--- src/rtl/uart_tx_word_serializer.sv ---
// rtl/uart_tx_word_serializer.sv - FIFO word to UART byte serializer; UART_TX_SER_CHECKSUM_EN adds a per-word XOR byte
module uart_tx_word_serializer #(
    parameter int DATA_W    = 32,
    parameter int MSB_FIRST = 1,
    parameter int CNT_W     = 16
) (
    input  logic              clk,
    input  logic              reset,
    input  logic              fifo_empty,
    input  logic [DATA_W-1:0] fifo_data,
    output logic              fifo_rd_en,
    input  logic              tx_done,
    output logic              tx_valid,
    output logic [7:0]        tx_data,
    output logic              busy,
    output logic [CNT_W-1:0]  word_cnt
);

    localparam int BYTES = DATA_W / 8;
    localparam int IDX_W = ($clog2(BYTES + 1) > 1) ? $clog2(BYTES + 1) : 1;
    localparam logic [IDX_W-1:0] LAST_IDX = IDX_W'(BYTES);

    typedef enum logic [2:0] {
        ST_IDLE,
        ST_READ,
        ST_LOAD,
        ST_SEND,
        ST_WAIT
    } state_t;

    state_t            state_q, state_d;
    logic [DATA_W-1:0] word_q, word_d;
    logic [IDX_W-1:0]  idx_q, idx_d;
    logic [7:0]        tx_data_q, tx_data_d;
    logic [CNT_W-1:0]  word_cnt_q, word_cnt_d;
    logic              more_data;
`ifdef UART_TX_SER_CHECKSUM_EN
    logic [7:0]        csum_q, csum_d;
    logic              csum_sent_q, csum_sent_d;
`endif

    // Byte that goes out next is always taken from the same end of the word register.
    function automatic logic [7:0] first_byte(input logic [DATA_W-1:0] w);
        if (MSB_FIRST != 0) begin
            return w[DATA_W-1 -: 8];
        end else begin
            return w[7:0];
        end
    endfunction

    // Consumed byte leaves the register, the next one moves into its place.
    function automatic logic [DATA_W-1:0] shift_word(input logic [DATA_W-1:0] w);
        if (MSB_FIRST != 0) begin
            return w << 8;
        end else begin
            return w >> 8;
        end
    endfunction

    // idx counts data bytes already issued; it never passes BYTES.
    assign more_data = (idx_q < LAST_IDX);

    // State register.
    always_ff @(posedge clk) begin
        if (!reset) begin
            state_q <= ST_IDLE;
        end else begin
            state_q <= state_d;
        end
    end

    // Datapath registers: word in flight, byte index, outgoing byte, counters.
    always_ff @(posedge clk) begin
        if (!reset) begin
            word_q      <= '0;
            idx_q       <= '0;
            tx_data_q   <= 8'h00;
            word_cnt_q  <= '0;
`ifdef UART_TX_SER_CHECKSUM_EN
            csum_q      <= 8'h00;
            csum_sent_q <= 1'b0;
`endif
        end else begin
            word_q      <= word_d;
            idx_q       <= idx_d;
            tx_data_q   <= tx_data_d;
            word_cnt_q  <= word_cnt_d;
`ifdef UART_TX_SER_CHECKSUM_EN
            csum_q      <= csum_d;
            csum_sent_q <= csum_sent_d;
`endif
        end
    end

    // Next-state decode; tx_done only matters in WAIT, fifo_empty only in IDLE and at word end.
    always_comb begin
        state_d = state_q;
        case (state_q)
            ST_IDLE: if (!fifo_empty) state_d = ST_READ;
            ST_READ: state_d = ST_LOAD;
            ST_LOAD: state_d = ST_SEND;
            ST_SEND: state_d = ST_WAIT;
            ST_WAIT: begin
                if (tx_done) begin
                    if (more_data) begin
                        state_d = ST_SEND;
                    end
`ifdef UART_TX_SER_CHECKSUM_EN
                    else if (!csum_sent_q) begin
                        state_d = ST_SEND;
                    end
`endif
                    else if (!fifo_empty) begin
                        state_d = ST_READ;
                    end else begin
                        state_d = ST_IDLE;
                    end
                end
            end
            default: state_d = ST_IDLE;
        endcase
    end

    // Output decode and datapath updates; tx_data is loaded on entry to SEND and held afterwards.
    always_comb begin
        word_d      = word_q;
        idx_d       = idx_q;
        tx_data_d   = tx_data_q;
        word_cnt_d  = word_cnt_q;
`ifdef UART_TX_SER_CHECKSUM_EN
        csum_d      = csum_q;
        csum_sent_d = csum_sent_q;
`endif
        fifo_rd_en  = (state_q == ST_READ);
        tx_valid    = (state_q == ST_SEND);
        busy        = (state_q != ST_IDLE);
        case (state_q)
            ST_LOAD: begin
                word_d      = fifo_data;
                idx_d       = '0;
                tx_data_d   = first_byte(fifo_data);
`ifdef UART_TX_SER_CHECKSUM_EN
                csum_d      = 8'h00;
                csum_sent_d = 1'b0;
`endif
            end
            ST_SEND: begin
`ifdef UART_TX_SER_CHECKSUM_EN
                // The checksum byte itself is neither counted nor folded back in.
                if (!csum_sent_q) begin
                    idx_d  = idx_q + IDX_W'(1);
                    csum_d = csum_q ^ tx_data_q;
                end
`else
                idx_d = idx_q + IDX_W'(1);
`endif
            end
            ST_WAIT: begin
                if (tx_done) begin
                    if (more_data) begin
                        word_d    = shift_word(word_q);
                        tx_data_d = first_byte(shift_word(word_q));
                    end
`ifdef UART_TX_SER_CHECKSUM_EN
                    else if (!csum_sent_q) begin
                        tx_data_d   = csum_q;
                        csum_sent_d = 1'b1;
                    end
`endif
                    else begin
                        word_cnt_d = word_cnt_q + CNT_W'(1);
                    end
                end
            end
            default: ;
        endcase
    end

    assign tx_data  = tx_data_q;
    assign word_cnt = word_cnt_q;

endmodule

--- config.mk ---
export PLATFORM = sky130hd
export DESIGN_NAME = uart_tx_word_serializer
export DESIGN_NICKNAME = d
export VERILOG_FILES = /design/src/rtl/uart_tx_word_serializer.sv
export SDC_FILE = /design/constraint.sdc
export NUM_CORES = 1
export LEC_CHECK = 0
export BUFFER_PORTS_ARGS = -buffer_cell sky130_fd_sc_hd__buf_2
export CORE_MARGIN = 2
export CORE_UTILIZATION = 44
export DETAILED_ROUTE_END_ITERATION = 16
export PLACE_DENSITY = 0.66
export SLEW_MARGIN = 20
export SYNTH_ARGS = -nofsm -noshare
export SYNTH_HDL_FRONTEND = slang
export SYNTH_SLANG_ARGS = --single-unit
--- constraint.sdc ---
create_clock -name clk -period 3.6 [get_ports clk]
set_input_delay 1.08 -clock clk [delete_from_list [all_inputs] [get_ports clk]]
set_output_delay 1.08 -clock clk [all_outputs]
set_load 0.005 [all_outputs]
==> results of run 1 <==
-- power groups by stage --
stage                     clock network [uW]  registers, uW  logic [uW]
final                                    344            662         153
after global placement                     0            675         152
after floorplan                            0            665         101
after detailed placement                   0            676         154
after CTS                                354            662         155
after global routing                     375            668         172
-- stage by stage --
| step | utilization [%] | setup slack (ps) | power, uW |
|---|---|---|---|
| detailed placement | 53.11 | 909.6 | 829.8 |
| CTS | 54.91 | 1207 | 1171 |
| floorplan | - | 984.7 | 766.2 |
| global placement | 53.11 | 957.9 | 826.7 |
| global route | 54.91 | 1077 | 1215 |
| finish | 54.91 | 1213 | 1158 |
-- synthesized netlist by cell type, drive strengths merged --
master	instances
o21a	1
and4	1
and2	2
nor4	2
inv	3
nor2	35
a211oi	1
dfxtp	54
mux2i	1
a31o	1
nor3	1
nand2	56
and2b	1
nand2b	2
o31a	1
or4bb	1
nor2b	1
xnor2	4
a22o	8
buf	3
clkinv	1
nor4b	1
nand4	5
nor3b	3
or3b	1
o31ai	2
or3	6
xor2	5
or4	2
nand3	6
o21ai	6
ha	2
a311oi	24
o211ai	1
a21oi	10
and3	4
o22a	1
clkbuf	16
-- tightest hold or removal path: stages, from the launching register on --
cell and delay, ps:
dfxtp_1 330, nand2_1 50, a21oi_1 50
-- cell families after synthesis --
| logic type | after synthesis |
|---|---|
| flops | 54 |
| buf+inv | 23 |
| xor+xnor | 9 |
| mux | 1 |
| compound gates | 56 |
| fa+ha+maj | 2 |
| simple gates | 130 |
-- final cells by class --
class,instances,area share (%)
Tap cell,70,3.143
Inverter,4,0.5388
Sequential cell,54,38.80
Timing Repair Buffer,67,12.93
Multi-Input combinational cell,198,41.31
Clock buffer,7,3.098
Clock inverter,1,0.1796
-- layer usage --
layer | vias to the layer above | global-route usage [%]
li1 | 1089 | -
met5 | - | 0
met2 | 51 | 25.58
met1 | 921 | 25.48
met4 | 0 | 5.455
met3 | 6 | 4.502
-- sequential cells by signal, summed over array words and instances, names as in the netlist --
name      cells
idx_q         3
state_q       3
tx_data       8
word_cnt     16
word_q       24
-- how the worst min path moves through the flow --
| stage | startpoint | endpoint | slack, ps | cells past startpoint |
|---|---|---|---|---|
| floorplan | idx_q[1] | idx_q[1] | 440 | 2 |
| global placement | idx_q[1] | idx_q[1] | 450 | 2 |
| detailed placement | idx_q[1] | idx_q[1] | 460 | 2 |
| CTS | idx_q[1] | idx_q[1] | 470 | 2 |
| global route | idx_q[1] | idx_q[1] | 490 | 2 |
| finish | idx_q[1] | idx_q[1] | 470 | 2 |
==> impl_metrics.toml, run 1 <==
[sta]
rsz0062_at_grt = "no"
post-route-period-util_pct = 66.32
fin_crit_ps = 2387
relSlewSlack_pct = 43.66
fin_skew_ps = 9.458
hold_viol_final = 0
final-setup-viol-count = 0
tns_ps = 0
fin_hold_ws_ps = 467.6
worst_pin_slew_ps = 838.6
maxSlewViolCount = 0
fmaxAchievable_mhz = 418.9

[setup_path]
worst_ep_arrival_time_ps = 1310
cp.depth = 2
cp_top_family = "flip-flops"
cp_data_required_time_ps = 2520
crit_path_cell_trace = "or3_1 > buf_2"
path_class = "flop to primary output"
reg2regPathDepth = 4
cp-start-kind = "flop"
critPathSlowestCell = "dfxtp_1"
endpoint = "busy"
path_buf_inv = 1
cp-end-kind = "primary output"
r2r-start = "state_q[0]"
cp-startpoint = "state_q[0]"
timing.rr.end = "word_cnt[14]"
worstPathMaxFanout = 11
r2r_slack_ps = 1470
crit_path_max_incr_delay_ps = 450

[yosys]
synth_top_area_share_pct = 46.75
synth_mux_area_share_pct = 0.4329
ys_seq_area_share_pct = 46.75
synth_area_leader_cell = "dfxtp_1"
synth_fa_ha_area_share_pct = 1.082
synth-simple-area-share_pct = 25.81
synth-compound-area-share_pct = 18.34
synth_xor_area_share_pct = 3.409
synth.distinct_cells = 41
synth-seq-cells = 54
synthCells = 275
synthTopCellsByArea = "dfxtp_1 47%, nand2_1 9.1%, a311oi_1 9.1%, nor2_1 5.7%, a22o_1 3.0%"
synth_fp_nets = 313
synth_top_family_by_area = "simple AND/OR/NAND/NOR gates"
synth_area_per_cell_um2 = 8.408
netlist_area_mm2 = 0.002312
synth_warnings = 0

[cts]
htreeDepth = 2
ctsHoldBuffers = 0
cts_setup_buffers = 0
clock_sinks = 54
cts_tree = "done"
ctsResizeCount = 0
clk_latency_ps = 300
clk_pin_slew_ps = 100
cts_buffers = 5
root_buffer = "clkbuf_8"
clockBufferDepth = 2

[route]
top_layer = "met4"
drt_iter0_drc = 108
wirelength_met1_mm = 2.644
first_pass_iters = 4
met2RoutedLength_mm = 2.144
drc = 0
via_per_inst = 5.155
vias = 2067
wl_mm = 5.108
post_drt_wl_per_cell_um = 12.74
dr_wl_met3_um = 260
drtAntennaViolNets = 0

[pwr]
switching_share_pct = 25.42
p_switching_uw = 294.4
combPwrFrac_pct = 13.2
power_frac_seq_pct = 57.1
internal_power_uw = 864.0
p_leak_uw = 0.001145
ir_drop_v = 0.0002305
power_density_mw_per_mm2 = 415.8
power_frac_clock_pct = 29.7

[floorplan]
ios = 63
core_mm2 = 0.005075
die_y_um = 76.49
start_util_pct = 45.56
dieArea_mm2 = 0.005851
rows = 26
dieWidth_um = 76.49

[final_layout]
syn2layout_area_growth_pct = 20.51
final_cells = 401
layout_commonest_cell = "buf_2"
ff_latch_area_mm2 = 0.001081
fillCellCount = 496
nets = 368
n_antenna_cell = 0
drive_above_1_share_pct = 23.26
final_area_mm2 = 0.002786
multi_input_area_mm2 = 0.001151
final_cell_mix = "62 x buf_2, 56 x nand2_1, 54 x dfxtp_1"

[grt]
grt_pass1_wl_mm = 8.411
antenna_found_initial = 0
grt_pass1_vias = 1775
grt_max_degree = 31
overflow = 0
grtUsageTotal_pct = 17.59

[placement]
dp_hpwl_mm = 3.620
dp.cells = 393
portBuffers = 62
place_area_mm2 = 0.002695
place_congestion = 0.8041

[hold_path]
hold_class = "flop to flop"

[status]
status = "complete, no violations"

[job]
cap_viol_max_count = 0
Note: power is estimated with default switching activity, not from simulation.
==> run 2, diff against run 1 <==
==> constraint.sdc (replaced) <==
create_clock -name clk -period 2.5 [get_ports clk]
set_input_delay 0.75 -clock clk [delete_from_list [all_inputs] [get_ports clk]]
set_output_delay 0.75 -clock clk [all_outputs]
set_load 0.005 [all_outputs]
==> impl_metrics.toml, run 2 (synthesis gave the netlist of run 1 again) <==
[sta]
fin_hold_ws_ps = 472.0
fin_skew_ps = 6.457
final-setup-viol-count = 0
worst_pin_slew_ps = 534.0
rsz0062_at_grt = "no"
relSlewSlack_pct = 64.27
fmaxAchievable_mhz = 485.0
setup_ws_ps = 438.1
hold_viol_final = 0
maxSlewViolCount = 0
fin_crit_ps = 2062
tns_ps = 0
post-route-period-util_pct = 82.48

[cts]
ctsHoldBuffers = 0
htreeDepth = 2
ctsResizeCount = 0
clk_latency_ps = 300
clock_sinks = 54
cts_setup_buffers = 0
clockBufferDepth = 2
clk_pin_slew_ps = 90
root_buffer = "clkbuf_8"
cts_tree = "done"
cts_buffers = 5

[final_layout]
nets = 371
final_cell_mix = "62 x buf_2, 56 x nand2_1, 54 x dfxtp_1"
syn2layout_area_growth_pct = 22.29
top_register = "word_q"
layout_commonest_cell = "buf_2"
n_antenna_cell = 0
final_util_pct = 55.72
final_area_mm2 = 0.002828
drive_above_1_share_pct = 23.95
largest_reg_flops = 24
fillCellCount = 503

[placement]
place_area_mm2 = 0.002718
place_congestion = 0.8007
dp_hpwl_mm = 3.636
pre_cts_ws_ps = 210.5
portBuffers = 62

[floorplan]
start_util_pct = 45.56
die_y_um = 76.49
dieWidth_um = 76.49
dieArea_mm2 = 0.005851
ios = 63
core_mm2 = 0.005075
rows = 26

[grt]
grt_pass1_wl_mm = 8.473
antenna_found_initial = 0
overflow = 0
grt_pass1_vias = 1801
grt_max_degree = 33
grtUsageTotal_pct = 17.67

[route]
post_drt_wl_per_cell_um = 12.84
wl_mm = 5.186
drtAntennaViolNets = 0
drc = 0
vias = 2084
drt_iter0_drc = 124
via_per_inst = 5.158
first_pass_iters = 6

[hold_path]
hold_class = "flop to flop"

[setup_path]
cp-start-kind = "flop"
path_class = "flop to primary output"
cp_data_required_time_ps = 1750
cp-end-kind = "primary output"
worst_ep_arrival_time_ps = 1310
worstPathMaxFanout = 11

[job]
cap_viol_max_count = 0

[pwr]
power_density_mw_per_mm2 = 618.3
p_leak_uw = 0.001162
ir_drop_v = 0.0002836

[status]
status = "complete, no violations"
[run 2: cell types whose count changed in the layout (fill, tap and decap cells not counted), sizes merged]
cell	change
clkinvlp	+1
bufinv	+1
buf	+3
clkbuf	-1
clkinv	-1
[run 2: critical path, stage by stage (launching register included)]
cell and delay (ps):
dfxtp_1 450, or3_1 420, buf_2 140
[run 2: cell type report]
type	count	area (um2)	area share (%)
repair buffers	70	382.9	13.54
well taps	70	87.58	3.097
clock inverters	2	37.54	1.327
multi-input cells	198	1151	40.71
inverters	4	15.01	0.5310
flip-flops and latches	54	1081	38.23
clock buffers	6	72.57	2.566
[run 2: worst paths after layout]
path,start,to,slack [ps],cells past startpoint
setup reg to reg,state_q[0],word_cnt[14],440,4
hold / removal,idx_q[1],idx_q[1],470,2
hold reg to reg,idx_q[1],idx_q[1],470,2
setup / recovery,state_q[0],busy,440,2
[run 2: power by group]
| group | internal, uW | switching, uW |
|---|---|---|
| Combinational | 107 | 116 |
| Clock | 299 | 274 |
| Sequential | 915 | 37.2 |
[run 2: routing by layer]
metal / GRT usage, % / up-vias / routed length (um)
met2: 26.64 / 49 / 2285
li1: - / 1096 / -
met1: 25.13 / 935 / 2583
met4: 5.455 / 0 / 59
met5: 0 / - / 0
met3: 4.028 / 4 / 258
[run 2: through the flow]
stage	std cells	total power (uW)
after CTS	404	1772
final	404	1748
after global placement	396	1192
after floorplan	275	1103
after global routing	404	1838
after detailed placement	396	1197
